[config.mk]
export PLATFORM = sky130hd
export DESIGN_NAME = pmem_burst_adapter_flat
export DESIGN_NICKNAME = d
export VERILOG_FILES = /design/src/rtl/pmem_burst_adapter_if.sv /design/src/rtl/pmem_burst_adapter.sv /design/src/flat_wrapper.sv
export SDC_FILE = /design/constraint.sdc
export NUM_CORES = 1
export LEC_CHECK = 0
export CAP_MARGIN = 40
export CELL_PAD_IN_SITES_DETAIL_PLACEMENT = 1
export CELL_PAD_IN_SITES_GLOBAL_PLACEMENT = 1
export CORE_MARGIN = 10
export CORE_UTILIZATION = 25
export CTS_BUF_LIST = sky130_fd_sc_hd__clkbuf_16
export DETAILED_ROUTE_END_ITERATION = 8
export GPL_TIMING_DRIVEN = 0
export HOLD_SLACK_MARGIN = 0.12
export PLACE_DENSITY_LB_ADDON = 0.1
export RECOVER_POWER = 25
export SLEW_MARGIN = 10
export SYNTH_ARGS = -nofsm -noshare
export SYNTH_HDL_FRONTEND = slang
export SYNTH_SLANG_ARGS = --single-unit
[constraint.sdc]
create_clock -name clk -period 48.3 [get_ports clk]
set_input_delay 7.245 -clock clk [delete_from_list [all_inputs] [get_ports clk]]
set_output_delay 7.245 -clock clk [all_outputs]
set_load 0.05 [all_outputs]
[src/rtl/pmem_burst_adapter_if.sv]
// Bundle of the cache-side line interface and the memory-side burst interface.
// The adapter is the slave; whoever plays cache and memory uses the master view.
interface pmem_burst_adapter_if #(
    parameter int BEAT_W = 64,
    parameter int LINE_W = 256
);
    logic [31:0]       pmem_address;
    logic [LINE_W-1:0] pmem_wdata;
    logic              pmem_read;
    logic              pmem_write;
    logic [LINE_W-1:0] pmem_rdata;
    logic              pmem_resp;

    logic [31:0]       burst_address;
    logic              burst_read;
    logic              burst_write;
    logic [BEAT_W-1:0] burst_wdata;
    logic [BEAT_W-1:0] burst_rdata;
    logic              burst_resp;

    modport slave (
        input  pmem_address, pmem_wdata, pmem_read, pmem_write,
        input  burst_rdata, burst_resp,
        output pmem_rdata, pmem_resp,
        output burst_address, burst_read, burst_write, burst_wdata
    );

    modport master (
        output pmem_address, pmem_wdata, pmem_read, pmem_write,
        output burst_rdata, burst_resp,
        input  pmem_rdata, pmem_resp,
        input  burst_address, burst_read, burst_write, burst_wdata
    );
endinterface

[src/rtl/pmem_burst_adapter.sv]
// Serves one cache-line request at a time as a BEATS-long burst on a narrow
// memory port, then pulses pmem_resp for one cycle.
module pmem_burst_adapter #(
    parameter int BEAT_W = 64,
    parameter int LINE_W = 256
) (
    input  logic                  clk,
    input  logic                  rst,
    pmem_burst_adapter_if.slave   bus
);
    localparam int BEATS = LINE_W / BEAT_W;
    localparam int CNT_W = (BEATS > 1) ? $clog2(BEATS) : 1;

    typedef enum logic [1:0] {IDLE, READ, WRITE, RESP} state_t;

    state_t            state_reg, state_next;
    logic [CNT_W-1:0]  cnt_reg, cnt_next;
    logic [LINE_W-1:0] line_reg, line_next;
    logic [LINE_W-1:0] rdata_reg, rdata_next;
    logic [31:0]       addr_reg, addr_next;
    logic [BEAT_W-1:0] beat_slice [BEATS];
    logic              last_beat;

    generate
        for (genvar gi = 0; gi < BEATS; gi++) begin : g_slice
            assign beat_slice[gi] = line_reg[gi*BEAT_W +: BEAT_W];
        end
    endgenerate

    assign last_beat = (cnt_reg == CNT_W'(BEATS - 1));

    always_ff @(posedge clk or posedge rst) begin
        if (rst) begin
            state_reg <= IDLE;
            cnt_reg   <= '0;
            line_reg  <= '0;
            rdata_reg <= '0;
            addr_reg  <= '0;
        end else begin
            state_reg <= state_next;
            cnt_reg   <= cnt_next;
            line_reg  <= line_next;
            rdata_reg <= rdata_next;
            addr_reg  <= addr_next;
        end
    end

    always_comb begin
        state_next = state_reg;
        cnt_next   = cnt_reg;
        line_next  = line_reg;
        rdata_next = rdata_reg;
        addr_next  = addr_reg;
        unique case (state_reg)
            IDLE: begin
                // Write wins over read when both are requested together.
                if (bus.pmem_write || bus.pmem_read) begin
                    state_next = bus.pmem_write ? WRITE : READ;
                    addr_next  = bus.pmem_address & ~32'h1F;
                    line_next  = bus.pmem_wdata;
                    cnt_next   = '0;
                end
            end
            READ: begin
                if (bus.burst_resp) begin
                    line_next[int'(cnt_reg)*BEAT_W +: BEAT_W] = bus.burst_rdata;
                    if (last_beat) begin
                        cnt_next   = '0;
                        rdata_next = line_next;
                        state_next = RESP;
                    end else begin
                        cnt_next = cnt_reg + 1'b1;
                    end
                end
            end
            WRITE: begin
                if (bus.burst_resp) begin
                    if (last_beat) begin
                        cnt_next   = '0;
                        state_next = RESP;
                    end else begin
                        cnt_next = cnt_reg + 1'b1;
                    end
                end
            end
            RESP: begin
                state_next = IDLE;
            end
            default: begin
                state_next = IDLE;
            end
        endcase
    end

    // Request/strobe outputs decode straight from state so reset drops them at once.
    assign bus.pmem_resp     = (state_reg == RESP);
    assign bus.pmem_rdata    = rdata_reg;
    assign bus.burst_address = addr_reg;
    assign bus.burst_read    = (state_reg == READ);
    assign bus.burst_write   = (state_reg == WRITE);
    assign bus.burst_wdata   = (state_reg == WRITE) ? beat_slice[cnt_reg] : '0;
endmodule

[src/flat_wrapper.sv]
// flat-port wrapper written by rule: the top's interface ports become plain ports
module pmem_burst_adapter_flat 
#(
    parameter int BEAT_W = 64,
    parameter int LINE_W = 256
)
  (clk, rst, bus_pmem_address, bus_pmem_wdata, bus_pmem_read, bus_pmem_write, bus_burst_rdata, bus_burst_resp, bus_pmem_rdata, bus_pmem_resp, bus_burst_address, bus_burst_read, bus_burst_write, bus_burst_wdata);
  pmem_burst_adapter_if #(.BEAT_W(BEAT_W), .LINE_W(LINE_W)) bus_i ();
  input  logic clk;
  input  logic rst;
  input wire logic [$bits(bus_i.pmem_address)-1:0] bus_pmem_address;
  input wire logic [$bits(bus_i.pmem_wdata)-1:0] bus_pmem_wdata;
  input wire logic [$bits(bus_i.pmem_read)-1:0] bus_pmem_read;
  input wire logic [$bits(bus_i.pmem_write)-1:0] bus_pmem_write;
  input wire logic [$bits(bus_i.burst_rdata)-1:0] bus_burst_rdata;
  input wire logic [$bits(bus_i.burst_resp)-1:0] bus_burst_resp;
  output wire logic [$bits(bus_i.pmem_rdata)-1:0] bus_pmem_rdata;
  output wire logic [$bits(bus_i.pmem_resp)-1:0] bus_pmem_resp;
  output wire logic [$bits(bus_i.burst_address)-1:0] bus_burst_address;
  output wire logic [$bits(bus_i.burst_read)-1:0] bus_burst_read;
  output wire logic [$bits(bus_i.burst_write)-1:0] bus_burst_write;
  output wire logic [$bits(bus_i.burst_wdata)-1:0] bus_burst_wdata;
  assign bus_i.pmem_address = bus_pmem_address;
  assign bus_i.pmem_wdata = bus_pmem_wdata;
  assign bus_i.pmem_read = bus_pmem_read;
  assign bus_i.pmem_write = bus_pmem_write;
  assign bus_i.burst_rdata = bus_burst_rdata;
  assign bus_i.burst_resp = bus_burst_resp;
  assign bus_pmem_rdata = bus_i.pmem_rdata;
  assign bus_pmem_resp = bus_i.pmem_resp;
  assign bus_burst_address = bus_i.burst_address;
  assign bus_burst_read = bus_i.burst_read;
  assign bus_burst_write = bus_i.burst_write;
  assign bus_burst_wdata = bus_i.burst_wdata;
  pmem_burst_adapter #(.BEAT_W(BEAT_W), .LINE_W(LINE_W)) u_core (.clk(clk), .rst(rst), .bus(bus_i));
endmodule
# Word level (Yosys, flattened, before mapping)
# Index checks and enable logic that the tools add are counted.
[totals] regBits=543 input_bits=357 output_inout_bits=355 elab_cells=46
[op_classes] add_sub_neg=2 n_lt_le_gt_ge=1 eq_ne=8 n_shift=2 muxes=17 bitwise_logic=1 n_reduce_logical=10
[op_table] op="$mux W256" n=2
[op_table] op="$pmux W256 S2" n=1
[op_table] op="$bwmux W256" n=1
[op_table] op="$shift A64 B33 Y256 const A" n=1
[op_table] op="$shiftx A64 B33 Y256" n=1
[op_table] op="$mux W64" n=3
[op_table] op="$bmux W64 S2" n=1
[op_table] op="$neg A8 Y33" n=1
[op_table] op="$mux W2" n=7
[op_table] op="$reduce_and A3 Y1" n=4
[op_table] op="$eq A2 B2 Y1 const B" n=3
[op_table] op="$ne A2 B1 Y1 const B" n=3
[op_table] op="$pmux W2 S3" n=1
[op_table] op="$pmux W2 S2" n=1
[op_table] op="$reduce_bool A2 Y1" n=2
[op_table] op="$ge A3 B3 Y1 const B" n=1
[op_table] op="$not A2 Y3" n=1
[op_table] op="$add A2 B1 Y2 const B" n=1
[op_table] op="$eq A2 B1 Y1 const B" n=1
[op_table] op="$logic_not A2 Y1" n=1
[op_table] op="$ne A2 B2 Y1 const B" n=1
[op_table] op="$reduce_and A2 Y1" n=1
[op_table] op="$reduce_or A2 Y1" n=1
[op_table] op="$logic_or A1 B1 Y1" n=1

# Depth between registers and ports, before layout
# Gate-level depths: netlist of the first run.
[logic_depth] ltp_word=5 depth_mapped=10 ltp_nobuf=5

# Worst setup path before layout of the first run
# Ideal clock, no wire load.
[synth_path] path_type="reg-to-output" start="register u_core.state_reg[0]" end="output port bus_burst_wdata[10]" arrival_ns=1.880 required_ns=41.055 slack_ns=39.175 path_stages_with_launch=6 n_path_buf=2 cell_sequence="dfrtp_1 > inv_1 > ha_1 > buf_1 > clkbuf_1 > and2_1"
[synth_between] elab_chain_len=2
[synth_rtl] element="from (decl)" line_no="pmem_burst_adapter.sv:16" text="state_t state_reg, state_next;"
[synth_rtl] element="from (signal assigned)" line_no="pmem_burst_adapter.sv:40" text="state_reg <= state_next;"
[synth_rtl] element="$eq A2 B2 Y1"
[synth_rtl] element="net bus_burst_write" line_no="flat_wrapper.sv:21" text="output wire logic [$bits(bus_i.burst_write)-1:0] bus_burst_write;"
[synth_rtl] element="$mux W64" line_no="pmem_burst_adapter.sv:101" text="assign bus.burst_wdata = (state_reg == WRITE) ? beat_slice[cnt_reg] : '0;"
[synth_rtl] element="to (decl)" line_no="flat_wrapper.sv:22" text="output wire logic [$bits(bus_i.burst_wdata)-1:0] bus_burst_wdata;"
# The timed path passes the listed nets, and every way through them passes these cells.

==> results.rst, run 1 <==
.. list-table::
   :header-rows: 1

   * - Metric
     - Value
   * - Status
     - finished, violations left
   * - Violated checks
     - capacitance limit, slew limit
   * - Sequential fraction of the synthesis area
     - 43.7%
   * - Worst hold path class
     - reg -> reg
   * - Post-Place Setup Slack
     - 37510 ps
   * - Critical hold path startpoint
     - u_core.bus.pmem_rdata[74]
   * - Endpoints failing hold
     - 0
   * - Worst endpoint data arrival time
     - 16310 ps
   * - Share of Yosys cell area claimed by the top area cell type
     - 43.7%
   * - Cells taking the most area after synthesis
     - dfrtp_1 44%, o21ai_0 9.1%, a311oi_1 5.4%
   * - Total standard cell area after synthesis
     - 31100 sq um
   * - Highest layer used for signal routing
     - met4
   * - DRC violations left
     - 0
   * - Insertion delay of the later-clocked pin in the worst-skew pair
     - 660 ps
   * - Minimum clock period after layout
     - 16610 ps
   * - Placer congestion estimate
     - 0.900
   * - Ratio of final minimum period to clock period
     - 34.4%
   * - Core Footprint
     - 124000 sq um
   * - Number of buffers inserted for hold repair after clock tree synthesis
     - 0
   * - Cell count of the worst reg-to-reg path
     - 9
   * - R2r startpoint
     - u_core.cnt_reg[1]
   * - Via count of the first global-routing pass
     - 35.2k
   * - CTS max path bufs
     - 3
   * - Chip Height
     - 373 um
   * - Average wire per standard cell
     - 33.4 um
   * - Ys Warns
     - 0
   * - Most frequent cell after synthesis
     - o21ai_0
   * - Number of max-capacitance violations reported
     - 6
   * - CP cell instances
     - dlygate4sd3_1, clkinvlp_2, clkbuf_1, clkbuf_1
   * - Most area-hungry cell type in the Yosys netlist
     - dfrtp_1
   * - CTS H-tree lvls
     - 3
   * - Post-Synthesis Cells
     - 3384
   * - I/O pins
     - 712
   * - Fin Clk Skew
     - 25.0 ps
   * - Hold Crit Endpoint
     - u_core.bus.pmem_rdata[74]
   * - EDFF count, synth
     - 0
   * - Register bit count reported by yosys
     - 543
   * - Routed length on met2
     - 90100 um
   * - Number of vias per cell
     - 5.63
   * - TritonCTS Buffers
     - 73
   * - Setup repair after global routing missed its margin
     - false
   * - Footprint of the multi-input gates
     - 15800 sq um
   * - # fillers
     - 14.3k
   * - Total wire length after detailed routing
     - 197000 um
   * - Placed wire-length estimate after detailed placement
     - 152000 um
   * - Hold depth
     - 2
   * - CP Class
     - in -> async
   * - Buffers inserted by post-CTS timing repair
     - 0
   * - Clock tree from TritonCTS
     - built
   * - Endpoint type of the worst setup path
     - async pin
   * - First drt pass iteration count
     - 5
   * - Count of buffers inserted at the top-level ports
     - 701
   * - Global route overflow
     - 0
   * - Count of standard-cell rows
     - 129
   * - Pin count of the biggest net entering global routing
     - 95
   * - Overall die width
     - 373 um
   * - Gr usage total
     - 27.1%
   * - Post-Route Setup TNS
     - 0 ps
   * - Final setup slack of the worst path
     - 31690 ps
   * - Fraction of layout instances using a drive strength above 1
     - 7.91%
   * - Maximum net fanout on the critical path
     - 74
   * - First-iteration detailed-routing DRC count
     - 2794
   * - Total power per unit cell area
     - 87.4 nW/um^2
   * - Worst path required time
     - 47990 ps
   * - Most used flip-flop cell after synthesis
     - dfrtp_1
   * - Final nets
     - 4547
   * - Clock edge transition at the registers on the reported setup and hold paths
     - 60 ps
   * - Proportion of synthesized flip-flops having asynchronous set or reset
     - 100%
   * - Critical R2R Capture
     - u_core.bus.pmem_rdata[100]
   * - Sink count of the clock tree
     - 543
   * - Count of different cell masters after synthesis
     - 40
   * - Average footprint of a synthesized cell
     - 9.19 sq um
   * - Number of antenna violations at the first check in global routing
     - 24
   * - Commonest cells in the synthesized netlist
     - 564 x o21ai_0, 543 x dfrtp_1, 265 x clkbuf_1
   * - Initial Util
     - 25.2%
   * - Setup-violating endpoint count in the final report
     - 0
   * - Area of the die
     - 139000 sq um
   * - Post-detailed-route count of antenna-violating nets
     - 0
   * - Critical Path Start Type
     - input pin
   * - Fmax
     - 60.2 MHz
   * - First-pass GRT wire length
     - 278000 um
   * - Worst path slowest cell
     - clkbuf_1
   * - Synth-to-Final Area Change
     - 37.6%
   * - Setup slack of the most critical reg-to-reg path
     - 43690 ps
   * - Most frequent CP cell
     - clkbuf_1
   * - Detailed-route wire length on metal 1
     - 84500 um
   * - Worst path max stage delay
     - 3300 ps
   * - Max rail drop VDD
     - 0.0384 mV
   * - PostCTS Resize Cnt
     - 0
   * - Static leakage power
     - 0.0165 uW
   * - Sequential cell area in the final layout
     - 13600 sq um
   * - Total vias in the final route
     - 33.1k
   * - Max transition margin
     - -229%
   * - Met3 wire len
     - 14300 um
   * - Count of final max-slew check failures
     - 383
   * - Slew at the pin with the worst max-slew slack
     - 4940 ps
   * - Root buffer selected by CTS
     - clkbuf_16
-- stage by stage --
| step | utilization [%] | area, sq um | cells | hold WS [ps] | power [uW] |
|---|---|---|---|---|---|
| after global routing | 34.6 | 42800 | 5878 | 497 | 3930 |
| after detailed placement | 32.8 | 40500 | 5739 | 469 | 3170 |
| final | 34.6 | 42800 | 5882 | 476 | 3740 |
| after CTS | 34.6 | 42800 | 5867 | 482 | 3740 |
| after floorplan | - | 31100 | 3388 | 471 | 2190 |
| after global placement | 32.5 | 40200 | 5726 | 460 | 3140 |
-- critical path: cells and delay by family --
kind	cells	cell delay [ps]
buf+inv	4	8820
-- layout by cell type (no fill, tap or decap), types with 65 or more instances in the layout --
| master | instances |
|---|---|
| dfrtp_1 | 543 |
| nor2b_1 | 260 |
| o211ai_1 | 128 |
| nor2_1 | 194 |
| nand2_1 | 256 |
| o31ai_1 | 192 |
| a31oi_1 | 192 |
| and3b_1 | 65 |
| o21ai_0 | 565 |
| clkbuf_1 | 266 |
| clkdlybuf4s50_1 | 699 |
| and2_1 | 66 |
| a21oi_1 | 130 |
| buf_2 | 102 |
| a311oi_1 | 192 |
| clkbuf_16 | 75 |
-- logic make-up after synthesis --
group / after synthesis / synth area share [%]
adder cells (fa/ha/maj): 10 / 0.402
AND/OR/NAND/NOR: 914 / 16.2
multiplexers: 92 / 5.66
AO/OA/AOI/OAI: 1416 / 28.5
other: 1 / 0.0121
flip-flops: 543 / 43.7
buffers and inverters: 408 / 5.57
-- where the power goes --
group / internal [uW] / switching, uW
registers: 676 / 184
logic: 732 / 1590
clock network: 324 / 238
total: 1730 / 2010
-- worst max path at each step --
stage / start / to / depth (start not counted)
after global placement: rst / u_core.bus.pmem_rdata[159] / 2
after floorplan: rst / u_core.bus.burst_address[10] / 1
after CTS: u_core.cnt_reg[1] / bus_burst_wdata[58] / 5
final: rst / u_core.line_reg[161] / 4
after global routing: rst / u_core.line_reg[160] / 4
after detailed placement: bus_burst_resp / u_core.bus.pmem_rdata[232] / 8
-- area by class of cell --
| cell class | instances | area share [%] |
|---|---|---|
| clock buffers | 75 | 4.38 |
| repair buffers | 717 | 17.0 |
| well taps | 1637 | 4.78 |
| inverters | 6 | 0.0555 |
| plain buffers | 402 | 4.01 |
| clock inverters | 53 | 1.10 |
| flip-flops and latches | 543 | 31.7 |
| diodes | 12 | 0.0701 |
| multi-input cells | 2437 | 36.9 |
-- metal layers --
| metal | track usage (%) | vias up |
|---|---|---|
| li1 | - | 14287 |
| met1 | 35.3 | 17217 |
| met2 | 43.0 | 1331 |
| met3 | 6.68 | 274 |
| met4 | 9.95 | 0 |
| met5 | 0 | - |
(Power assumes the default switching activity.)
==> run 2: changes to the inputs <==
==> constraint.sdc (replaced) <==
create_clock -name clk -period 14.4 [get_ports clk]
set_input_delay 2.16 -clock clk [delete_from_list [all_inputs] [get_ports clk]]
set_output_delay 2.16 -clock clk [all_outputs]
set_load 0.05 [all_outputs]
==> run 2 against run 1 <==
  * The run still ends with capacitance limit, slew limit left
  * Global-route usage down 0.13 points
  * Clock skew down 5.7 ps
  * Power rose to 3.3 times the previous value
  * Sequential cell count unchanged
  * Combinational power rose to 3.3 times the previous value
  * Critical path depth up 2
  * Register-to-register slack worse by 34000 ps
  * Largest power group unchanged
  * Routed wire length down 0.24%
  * Clock-buffer cell count up 1
==> results.rst, run 2 (synthesis results as in run 1) <==
.. list-table::
   :header-rows: 1

   * - Metric
     - Value
   * - Status
     - finished, violations left
   * - Violated checks
     - capacitance limit, slew limit
   * - Insertion delay of the later-clocked pin in the worst-skew pair
     - 660 ps (about the same)
   * - Worst endpoint data arrival time
     - 8450 ps (-7860 ps)
   * - Number of buffers inserted for hold repair after clock tree synthesis
     - 0 (unchanged)
   * - Max transition margin
     - -37.5% (+190 points)
   * - Count of standard-cell rows
     - 129 (unchanged)
   * - Buffers inserted by post-CTS timing repair
     - 0 (unchanged)
   * - PostCTS Resize Cnt
     - 0 (unchanged)
   * - Worst path slowest cell
     - clkbuf_1
   * - Detailed-route wire length on metal 1
     - 86000 um (+1.8%)
   * - Critical Path Start Type
     - input pin
   * - Met3 wire len
     - 12400 um (-13%)
   * - I/O pins
     - 712 (unchanged)
   * - Worst path required time
     - 14750 ps (-33240 ps)
   * - Synth-to-Final Area Change
     - 37.4%
   * - Root buffer selected by CTS
     - clkbuf_16
   * - Overall die width
     - 373 um (unchanged)
   * - Maximum net fanout on the critical path
     - 32 (-57%)
   * - Endpoint type of the worst setup path
     - async pin
   * - Fmax
     - 124 MHz
   * - Number of max-capacitance violations reported
     - 12 (+6)
   * - Count of final max-slew check failures
     - 376 (-1.8%)
   * - Most frequent CP cell
     - clkbuf_1
   * - Via count of the first global-routing pass
     - 34.9k (-0.67%)
   * - Post-detailed-route count of antenna-violating nets
     - 0 (unchanged)
   * - Final nets
     - 4559 (+0.26%)
   * - First drt pass iteration count
     - 5 (unchanged)
   * - Part of the power in combinational logic
     - 62.4% (+0.4 points)
   * - Placed wire-length estimate after detailed placement
     - 152000 um (+0.49%)
   * - Design internal power
     - 5720 uW (+230%)
   * - Max rail drop VDD
     - 0.133 mV (+250%)
   * - Worst path max stage delay
     - 1550 ps (-1750 ps)
   * - Register share of total power
     - 23.1% (about the same)
   * - Setup repair after global routing missed its margin
     - false
   * - Fin Clk Skew
     - 19.3 ps (-5.67 ps)
   * - Chip Height
     - 373 um (unchanged)
   * - Slew at the pin with the worst max-slew slack
     - 2060 ps (-2870 ps)
   * - Final setup slack of the worst path
     - 6300 ps (-25380 ps)
   * - Clock tree from TritonCTS
     - built
   * - CTS max path bufs
     - 3 (unchanged)
   * - Initial Util
     - 25.2% (unchanged)
   * - Static leakage power
     - 0.0165 uW (about the same)
   * - Total vias in the final route
     - 32.9k (-0.71%)
   * - Number of vias per cell
     - 5.58 (-0.86%)
   * - DRC violations left
     - 0 (unchanged)
   * - Gr usage total
     - 27.0% (-0.13 points)
   * - First-iteration detailed-routing DRC count
     - 2733 (-2.2%)
   * - Final Total Pwr
     - 12400 uW (+230%)
   * - Most used cells in the layout excluding fill and tap cells
     - 700 x clkdlybuf4s50_1, 564 x o21ai_0, 543 x dfrtp_1
   * - Ratio of final minimum period to clock period
     - 56.2%
   * - Endpoints failing hold
     - 0 (unchanged)
   * - Core Footprint
     - 124000 sq um (unchanged)
   * - Switching power summed over all nets
     - 6730 uW (+230%)
   * - Final design instance area without fill
     - 42700 sq um (-0.18%)
   * - Placed Area
     - 40700 sq um (+0.51%)
   * - Total placed cells including tap cells
     - 5751 (+0.21%)
   * - Post-Place Setup Slack
     - 8520 ps (-29000 ps)
   * - CTS H-tree lvls
     - 3 (unchanged)
   * - Clock network fraction of total power
     - 14.5% (-0.5 points)
   * - CP cell instances
     - dlygate4sd3_1, clkinvlp_4, clkbuf_1, clkbuf_1, clkbuf_1, clkbuf_1
   * - CP bufs+invs
     - 6 (+2)
   * - Routed length on met2
     - 89800 um (-0.23%)
   * - Fraction of layout instances using a drive strength above 1
     - 7.82% (-0.089 points)
   * - # fillers
     - 14.3k (+0.014%)
   * - First-pass GRT wire length
     - 276000 um (-0.51%)
   * - Total power per unit cell area
     - 291 nW/um^2 (+230%)
   * - Clock edge transition at the registers on the reported setup and hold paths
     - 60 ps (about the same)
   * - Average wire per standard cell
     - 33.3 um (-0.39%)
   * - Global route overflow
     - 0 (unchanged)
   * - Setup-violating endpoint count in the final report
     - 0 (unchanged)
   * - Crit path max-delay family
     - buffers and inverters
   * - Minimum clock period after layout
     - 8100 ps
   * - Non-filler cells, final
     - 5891 (+0.15%)
   * - Area of the die
     - 139000 sq um (unchanged)
   * - Number of antenna violations at the first check in global routing
     - 28 (+17%)
   * - Switching portion of total power
     - 54.0% (+0.33 points)
   * - Core occupancy in the finished layout
     - 34.6% (-0.061 points)
   * - Total wire length after detailed routing
     - 196000 um (-0.24%)
   * - CP Class
     - in -> async
   * - Count of buffers inserted at the top-level ports
     - 701 (unchanged)
   * - Most common cell after layout, fill and taps aside
     - clkdlybuf4s50_1
   * - Pin count of the biggest net entering global routing
     - 34 (-64%)
   * - Placer congestion estimate
     - 0.905 (+0.53%)
   * - Sink count of the clock tree
     - 543 (unchanged)
   * - Highest layer used for signal routing
     - met5
   * - TritonCTS Buffers
     - 74 (+1.4%)
   * - Worst hold path class
     - reg -> reg
run 2: power groups by stage:
stage / Clock (uW) / Combinational, uW / Sequential, uW
after floorplan: 0 / 3540 / 3810
after detailed placement: 0 / 7730 / 2880
after global placement: 0 / 7670 / 2870
final: 1800 / 7770 / 2880
after CTS: 1840 / 7760 / 2860
after global routing: 1890 / 8240 / 2950
run 2: cell type report:
type | instances | area, sq um | area share (%)
multi-input combinational | 2437 | 15800 | 37.0
sequential | 543 | 13600 | 31.8
timing repair buffer | 728 | 7290 | 17.1
tap | 1637 | 2050 | 4.79
clock buffer | 76 | 1900 | 4.45
buffer | 402 | 1720 | 4.01
clock inverter | 51 | 335 | 0.785
antenna | 11 | 27.5 | 0.0644
inverter | 6 | 26.3 | 0.0615
run 2: path summary, 6_finish.rpt:
kind | from | end | slack [ps] | depth (start not counted)
max | rst | u_core.bus.pmem_rdata[216] | 6300 | 6
min | u_core.bus.pmem_rdata[88] | u_core.bus.pmem_rdata[88] | 480 | 2
max reg2reg | u_core.cnt_reg[1] | u_core.bus.pmem_rdata[103] | 9750 | 9
min reg2reg | u_core.bus.pmem_rdata[88] | u_core.bus.pmem_rdata[88] | 480 | 2
max in group clk | u_core.cnt_reg[1] | bus_burst_wdata[61] | 8320 | 5
min in group asynchronous | rst | u_core.bus.pmem_rdata[67] | 2550 | 3
run 2: worst min-delay path: stages, from the launching register on:
cell	delay (ps)
dfrtp_1	340
nand2_1	50
o21ai_0	60
run 2: routing by layer:
layer  GRT usage, %  vias up
met5              0        -
met4           9.85        4
li1               -    14315
met1           35.4    17005
met3           5.76      260
met2           43.3     1289
run 2: metrics by stage:
stage | TNS (ps) | hold WS, ps
finish | 0 | 475
CTS | 0 | 484
global route | 0 | 501
detailed placement | 0 | 471
global placement | -137940 | 461
floorplan | 0 | 471
==> run 3: changes to the inputs <==
==> constraint.sdc (replaced) <==
create_clock -name clk -period 6.8 [get_ports clk]
set_input_delay 1.02 -clock clk [delete_from_list [all_inputs] [get_ports clk]]
set_output_delay 1.02 -clock clk [all_outputs]
set_load 0.05 [all_outputs]
==> run 3 against run 2 <==
  * Critical path type unchanged
  * Clock power increased by 110%
  * First-iteration DRC count up 4.0%
  * Cell area increased by 0.28%
  * The run still ends with capacitance limit, slew limit left
==> results.rst, run 3 (synthesis results as in run 1) <==
.. list-table::
   :header-rows: 1

   * - Metric
     - Value
   * - Final Total Pwr
     - 26400 uW (+110%)
   * - Count of buffers inserted at the top-level ports
     - 701 (unchanged)
   * - Launch point of the critical path
     - rst
   * - Post-Route Setup TNS
     - 0 ps (unchanged)
   * - Violated checks
     - capacitance limit, slew limit
   * - Critical path capture point
     - u_core.bus.pmem_rdata[177]
   * - Placed wire-length estimate after detailed placement
     - 152000 um (unchanged)
   * - Critical Path Start Type
     - input pin
   * - Chip Height
     - 373 um (unchanged)
   * - Routed length on met2
     - 89800 um (about the same)
   * - Buffers inserted by post-CTS timing repair
     - 0 (unchanged)
   * - Placed Area
     - 40700 sq um (unchanged)
   * - Count of final max-slew check failures
     - 155 (-59%)
   * - Met3 wire len
     - 12700 um (+2.0%)
   * - Sink count of the clock tree
     - 543 (unchanged)
   * - CP Class
     - in -> async
   * - First-iteration detailed-routing DRC count
     - 2843 (+4.0%)
   * - Fin Clk Skew
     - 19.6 ps (+0.221 ps)
   * - Core Footprint
     - 124000 sq um (unchanged)
   * - Count of standard-cell rows
     - 129 (unchanged)
   * - Total wire length after detailed routing
     - 196000 um (about the same)
   * - Fmax
     - 194 MHz
   * - Final setup slack of the worst path
     - 1660 ps (-4650 ps)
   * - Most common cell after layout, fill and taps aside
     - clkdlybuf4s50_1
   * - First-pass GRT wire length
     - 276000 um (unchanged)
   * - Setup-violating endpoint count in the final report
     - 0 (unchanged)
   * - First drt pass iteration count
     - 7 (+2)
   * - Critical R2R Capture
     - u_core.bus.pmem_rdata[103]
   * - Global route overflow
     - 0 (unchanged)
   * - Static leakage power
     - 0.0165 uW (+0.35%)
   * - Via count of the first global-routing pass
     - 34.9k (unchanged)
   * - CTS max path bufs
     - 3 (unchanged)
   * - Overall die width
     - 373 um (unchanged)
   * - Worst path required time
     - 7650 ps (-7100 ps)
   * - Number of antenna violations at the first check in global routing
     - 28 (unchanged)
   * - PostCTS Resize Cnt
     - 0 (unchanged)
   * - I/O pins
     - 712 (unchanged)
   * - Total power per unit cell area
     - 615 nW/um^2 (+110%)
   * - Number of buffers inserted for hold repair after clock tree synthesis
     - 0 (unchanged)
   * - Setup repair after global routing missed its margin
     - false
   * - TritonCTS Buffers
     - 74 (unchanged)
   * - Area of the die
     - 139000 sq um (unchanged)
   * - Cell count of the worst reg-to-reg path
     - 9 (unchanged)
   * - Final nets
     - 4559 (unchanged)
   * - Placer congestion estimate
     - 0.905 (unchanged)
   * - Highest layer used for signal routing
     - met5
   * - Worst endpoint data arrival time
     - 5990 ps (-2460 ps)
   * - Core occupancy in the finished layout
     - 34.7% (+0.096 points)
   * - Post-detailed-route count of antenna-violating nets
     - 0 (unchanged)
   * - Root buffer selected by CTS
     - clkbuf_16
   * - Number of vias per cell
     - 5.56 (-0.37%)
   * - DRC violations left
     - 0 (unchanged)
   * - Synth-to-Final Area Change
     - 37.8%
   * - Total vias in the final route
     - 32.8k (-0.33%)
   * - Endpoint type of the worst setup path
     - async pin
   * - Final design instance area without fill
     - 42900 sq um (+0.28%)
   * - Setup slack of the most critical reg-to-reg path
     - 2110 ps (-7640 ps)
   * - Slew at the pin with the worst max-slew slack
     - 2090 ps (+31.7 ps)
   * - Fraction of layout instances using a drive strength above 1
     - 7.99% (+0.16 points)
   * - Initial Util
     - 25.2% (unchanged)
   * - Ratio of final minimum period to clock period
     - 75.6%
   * - Average wire per standard cell
     - 33.2 um (-0.13%)
   * - CTS H-tree lvls
     - 3 (unchanged)
   * - Worst hold path class
     - reg -> reg
   * - Gr usage total
     - 27.0% (unchanged)
   * - R2r startpoint
     - u_core.cnt_reg[1]
   * - Detailed-route wire length on metal 1
     - 85700 um (-0.31%)
   * - Clock tree from TritonCTS
     - built
   * - Critical hold path startpoint
     - u_core.bus.pmem_rdata[88]
   * - Insertion delay of the later-clocked pin in the worst-skew pair
     - 660 ps (about the same)
   * - Post-Place Setup Slack
     - 2060 ps (-6460 ps)
   * - Maximum net fanout on the critical path
     - 33 (+3.1%)
   * - Clock edge transition at the registers on the reported setup and hold paths
     - 50 ps (about the same)
   * - Endpoints failing hold
     - 0 (unchanged)
   * - Pin count of the biggest net entering global routing
     - 34 (unchanged)
   * - Max rail drop VDD
     - 0.283 mV (+110%)
   * - Most used cells in the layout excluding fill and tap cells
     - 700 x clkdlybuf4s50_1, 564 x o21ai_0, 543 x dfrtp_1
   * - Status
     - finished, violations left
   * - Max transition margin
     - -39.6% (-2.1 points)
   * - Minimum clock period after layout
     - 5140 ps
   * - Number of max-capacitance violations reported
     - 5 (-7)
run 3: cell types whose count changed in the layout (fill, tap and decap cells not counted), sizes merged:
cell	change
buf	+7
clkbuf	-7
diode	+2
run 3: worst min-delay path by stage:
stage,end,slack (ps),cells after the start
finish,u_core.bus.pmem_rdata[88],470,2
global placement,u_core.bus.pmem_rdata[238],460,2
global route,u_core.bus.pmem_rdata[222],500,2
CTS,u_core.bus.pmem_rdata[201],480,2
detailed placement,u_core.bus.pmem_rdata[201],470,2
floorplan,u_core.line_reg[245],470,2
run 3: cell type report:
cell class	instances	area, sq um
Antenna cell	13	32.5
Buffer	402	1720
Clock buffer	76	1900
Clock inverter	51	335
Fill cell	14308	80800
Inverter	6	26.3
Multi-Input combinational cell	2437	15800
Sequential cell	543	13600
Tap cell	1637	2050
Timing Repair Buffer	728	7400
run 3: layer usage:
| layer | GRT usage (%) | vias to the layer above |
|---|---|---|
| li1 | - | 14317 |
| met1 | 35.4 | 16937 |
| met2 | 43.3 | 1252 |
| met3 | 5.76 | 254 |
| met4 | 9.85 | 4 |
| met5 | 0 | - |
run 3: power breakdown:
part           internal (uW)  switching (uW)
clock network           2130            1680
logic                   5190           11300
registers               4800            1300
total                  12100           14200
run 3: worst max-delay path: stages:
cell and delay, ps:
dlygate4sd3_1 570, clkinvlp_4 70, clkbuf_1 1130, clkbuf_1 980
clkbuf_1 1570, buf_12 330, buf_12 250
run 3: through the flow:
step	std cells	hold WS, ps
finish	5893	475
global route	5885	501
CTS	5878	484
detailed placement	5751	471
global placement	5726	461
floorplan	3388	471
